===== config.mk =====
export PLATFORM = sky130hd
export DESIGN_NAME = adder_result_fifo
export DESIGN_NICKNAME = d
export VERILOG_FILES = /design/src/rtl/adder_result_fifo.sv
export SDC_FILE = /design/constraint.sdc
export NUM_CORES = 1
export LEC_CHECK = 0
export CAP_MARGIN = 20
export CORE_MARGIN = 5
export CORE_UTILIZATION = 30
export CTS_BUF_LIST = sky130_fd_sc_hd__clkbuf_8
export CTS_CLUSTER_DIAMETER = 30
export DETAILED_ROUTE_END_ITERATION = 8
export DONT_BUFFER_PORTS = 1
export SLEW_MARGIN = 10
export SYNTH_ARGS = -nofsm -noshare
export SYNTH_HDL_FRONTEND = slang
export SYNTH_SLANG_ARGS = --single-unit

===== constraint.sdc =====
create_clock -name i_clk -period 5.07 [get_ports i_clk]
set_clock_uncertainty 0.2 [all_clocks]
set_input_delay 1.2675 -clock i_clk [delete_from_list [all_inputs] [get_ports i_clk]]
set_output_delay 1.2675 -clock i_clk [all_outputs]
set_load 0.005 [all_outputs]

===== src/rtl/adder_result_fifo.sv =====
// rtl/adder_result_fifo.sv - first-word-fall-through FIFO buffering adder results, drop-on-full
// Optional drop counter enabled by defining ADDER_FIFO_DROP_CNT_EN.
module adder_result_fifo #(
    parameter int G_DATA_WIDTH = 8,
    parameter int G_DEPTH      = 4,
    parameter int G_CNT_WIDTH  = 16
) (
    input  logic                      i_clk,
    input  logic                      i_rst,
    input  logic                      i_valid,
    input  logic [G_DATA_WIDTH-1:0]   i_C,
    output logic                      o_valid,
    input  logic                      i_ready,
    output logic [G_DATA_WIDTH-1:0]   o_C,
    output logic [$clog2(G_DEPTH):0]  o_count,
    output logic                      o_full,
    output logic                      o_empty,
    output logic                      o_overflow
`ifdef ADDER_FIFO_DROP_CNT_EN
    ,
    output logic [G_CNT_WIDTH-1:0]    o_drop_cnt
`endif
);

    localparam int PW = $clog2(G_DEPTH);
    localparam int CW = PW + 1;

    logic [G_DATA_WIDTH-1:0] mem [G_DEPTH];
    logic [PW-1:0]           wr_ptr;
    logic [PW-1:0]           rd_ptr;
    logic                    push;
    logic                    pop;
    logic                    drop;

    assign o_empty = (o_count == '0);
    assign o_full  = (o_count == CW'(G_DEPTH));
    assign o_valid = !o_empty;
    assign o_C     = o_valid ? mem[rd_ptr] : '0;

    // A pop in the same cycle frees the slot a full-FIFO push needs.
    assign pop  = o_valid && i_ready;
    assign push = i_valid && (!o_full || pop);
    assign drop = i_valid && o_full && !pop;

    always_ff @(posedge i_clk) begin
        if (!i_rst && push) begin
            mem[wr_ptr] <= i_C;
        end
    end

    always_ff @(posedge i_clk) begin
        if (i_rst) begin
            wr_ptr     <= '0;
            rd_ptr     <= '0;
            o_count    <= '0;
            o_overflow <= 1'b0;
        end else begin
            if (push) begin
                wr_ptr <= wr_ptr + 1'b1;
            end
            if (pop) begin
                rd_ptr <= rd_ptr + 1'b1;
            end
            if (push && !pop) begin
                o_count <= o_count + 1'b1;
            end else if (pop && !push) begin
                o_count <= o_count - 1'b1;
            end
            if (drop) begin
                o_overflow <= 1'b1;
            end
        end
    end

`ifdef ADDER_FIFO_DROP_CNT_EN
    always_ff @(posedge i_clk) begin
        if (i_rst) begin
            o_drop_cnt <= '0;
        end else if (drop && (o_drop_cnt != '1)) begin
            o_drop_cnt <= o_drop_cnt + 1'b1;
        end
    end
`endif

endmodule


==> metrics.txt <==
Filler cells 537; Sum Neg Setup Slack 0 ns; commonest non-fill, non-tap cell in the layout edfxtp_1; wire per inst 15.98 um; Netlist cell types 26; vias in the first global route 909; sequential fraction of the synthesis area 0.6686; setup violators final 0; placed cells 178; Slowest cell on crit path dfxtp_1; CTS Root Buffer Type clkbuf_8; Core Area 0.005574 mm2; Layout Cells excl Fill 186; Initial Utilization 0.3116; Die X 86.09 um; # DRC 0; most frequent cells in the layout edfxtp_1 (32), dfxtp_1 (10), mux4_2 (8), nor2b_1 (8), nor2_1 (7); worst path arrival time 1.74 ns; clock latency on the worst-skew pair 0.29 ns; Worst EP required 3.60 ns; critical path class flop to output pin; async set or reset register ratio after synthesis 0; ANT cells 0; Yosys warning count 0; wirelength, routed 2972 um; Ports 27; post-route ant nets 0; number of buffers created by CTS 5; top_reg_cell synth edfxtp_1; worst path bufs/invs 0; Mapped Cells 105; sw frac 0.2926; crit start category flop; Total Routing Usage GR 0.08729; htree depth 2; Mean Syn Cell Area 16.54 um2; Critical Path Max Stage Delay 0.69 ns; TritonCTS clock tree done; Max VDD drop 0.2709 mV; final instance area 0.001958 mm2; row count 27; largest net degree at the start of global routing 16; Clock power frac 0.267; Die ar. 0.007411 mm2; RSZ-0062 raised after global routing false; fin nets 131; Via-to-Cell Ratio 4.634; clk buf depth 2; Tightest Pin Transition 0.5835 ns; syn_nets 123; mapped cell area 0.001737 mm2; Finished Core Util 0.3513; maxcap violations 0; Rel. slew slack 0.6104; EDFF count, synth 32; Sink Count 42; Cell Pwr Density 483.1 mW/mm2; Die Y 86.09 um; worst min-delay path category flop to flop; Vias 862; hold slack 0.2941 ns; Fmax 312.2 MHz; #FFs+latches synth 42; crit-path leading delay family flip-flops; post-CTS setup repair buffer count 0; CP endpoint kind output pin; Flop pwr share 0.490; global route overflow 0; Logic pwr share 0.243; CTS Hold Bufs 0; worst-path fanout max 8; Lkg Pwr 0.0006642 uW; Int Power 669.2 uW; minimum clock period 3.203 ns; NetSw 276.8 uW; layout cells sized above 1 0.2193; Synth-to-Final Area Change 12.75%; initial DRC count 34; initial antenna violation count 0; Resized Gates After CTS 0; first-pass GRT wire length 4767 um; placed cell area 0.001848 mm2; final-report hold violation count 0; Reg clk slew, reported paths 0.08 ns; period utilization 0.6317; status completed; buffers added on ports 0; RD Place Congestion 0.7517; crit path cell chain mux4_2, nor2b_1; TritonRoute pass-1 iters 4; placed wire-length estimate 2140 um; fin. max-slew vios 0
cell families after synthesis:
kind of cell / after synthesis / share of synthesized area
xor+xnor: 3 / 0.01513
mux: 11 / 0.1239
fa+ha+maj: 6 / 0.04755
flops: 42 / 0.6686
compound gates: 7 / 0.02883
buf+inv: 10 / 0.02378
simple gates: 26 / 0.09222
layer usage:
| layer | share of wire | GRT usage | vias to the layer above |
|---|---|---|---|
| met2 | 0.44 | 0.1282 | 31 |
| met5 | 0 | 0 | - |
| met4 | 0.019 | 0.04317 | 0 |
| met1 | 0.43 | 0.1023 | 420 |
| met3 | 0.11 | 0.04899 | 7 |
| li1 | - | - | 404 |
cell type report:
| cell class | count | area [um2] | share of cell area |
|---|---|---|---|
| clock buffer | 5 | 68.82 | 0.03514 |
| clock inverter | 3 | 41.29 | 0.02109 |
| multi-input combinational | 53 | 534.3 | 0.2728 |
| sequential | 42 | 1161 | 0.5930 |
| tap | 72 | 90.09 | 0.04601 |
| inverter | 6 | 25.02 | 0.01278 |
| timing repair buffer | 5 | 37.54 | 0.01917 |
worst register-to-register path, cell delays in order (launching register included):
cell and delay [ns]:
dfxtp_1 0.54, nor3b_4 0.11, a21bo_4 0.26, inv_4 0.07, ha_1 0.17, inv_1 0.06
fa_1 0.38, xor2_1 0.16, or3_2 0.41, a21oi_1 0.15
final timing paths:
kind                     end  cells after the start  startpoint  slack [ns]
setup / recovery      o_C[1]                      2        flop        1.87
hold / removal     rd_ptr[1]                      2   rd_ptr[1]        0.29
setup reg to reg  o_count[2]                      9  o_count[0]        2.49
hold reg to reg    rd_ptr[1]                      2   rd_ptr[1]        0.29
power by group through the flow:
stage | registers, uW | clock network (uW) | logic [uW]
floorplan | 441 | 0 | 204
detailed placement | 472 | 0 | 235
global placement | 468 | 0 | 230
finish | 463 | 253 | 230
CTS | 465 | 260 | 236
global route | 473 | 277 | 258
state kept, by name (all words and copies together) (netlist names), named ones only:
register    flops
mem            32
o_count         3
o_overflow      1
rd_ptr          2
wr_ptr          2
cells in the mapped netlist, types with 3 or more instances:
master    number  share of area
nor2_1         7          0.015
mux4_2         8           0.10
nor2b_1        8          0.029
nor3b_1        4          0.017
inv_1          5          0.011
clkbuf_1       3         0.0065
dfxtp_1       10           0.12
edfxtp_1      32           0.55
ha_1           5          0.036
xor2_1         3          0.015
through the flow:
| step | setup WS (ns) | power (uW) |
|---|---|---|
| global route | 1.716 | 1008 |
| finish | 1.867 | 946.0 |
| CTS | 1.813 | 961.9 |
| floorplan | 1.963 | 644.7 |
| detailed placement | 1.866 | 707.0 |
| global placement | 1.932 | 699.0 |
Power figures use the tool's default switching activity.
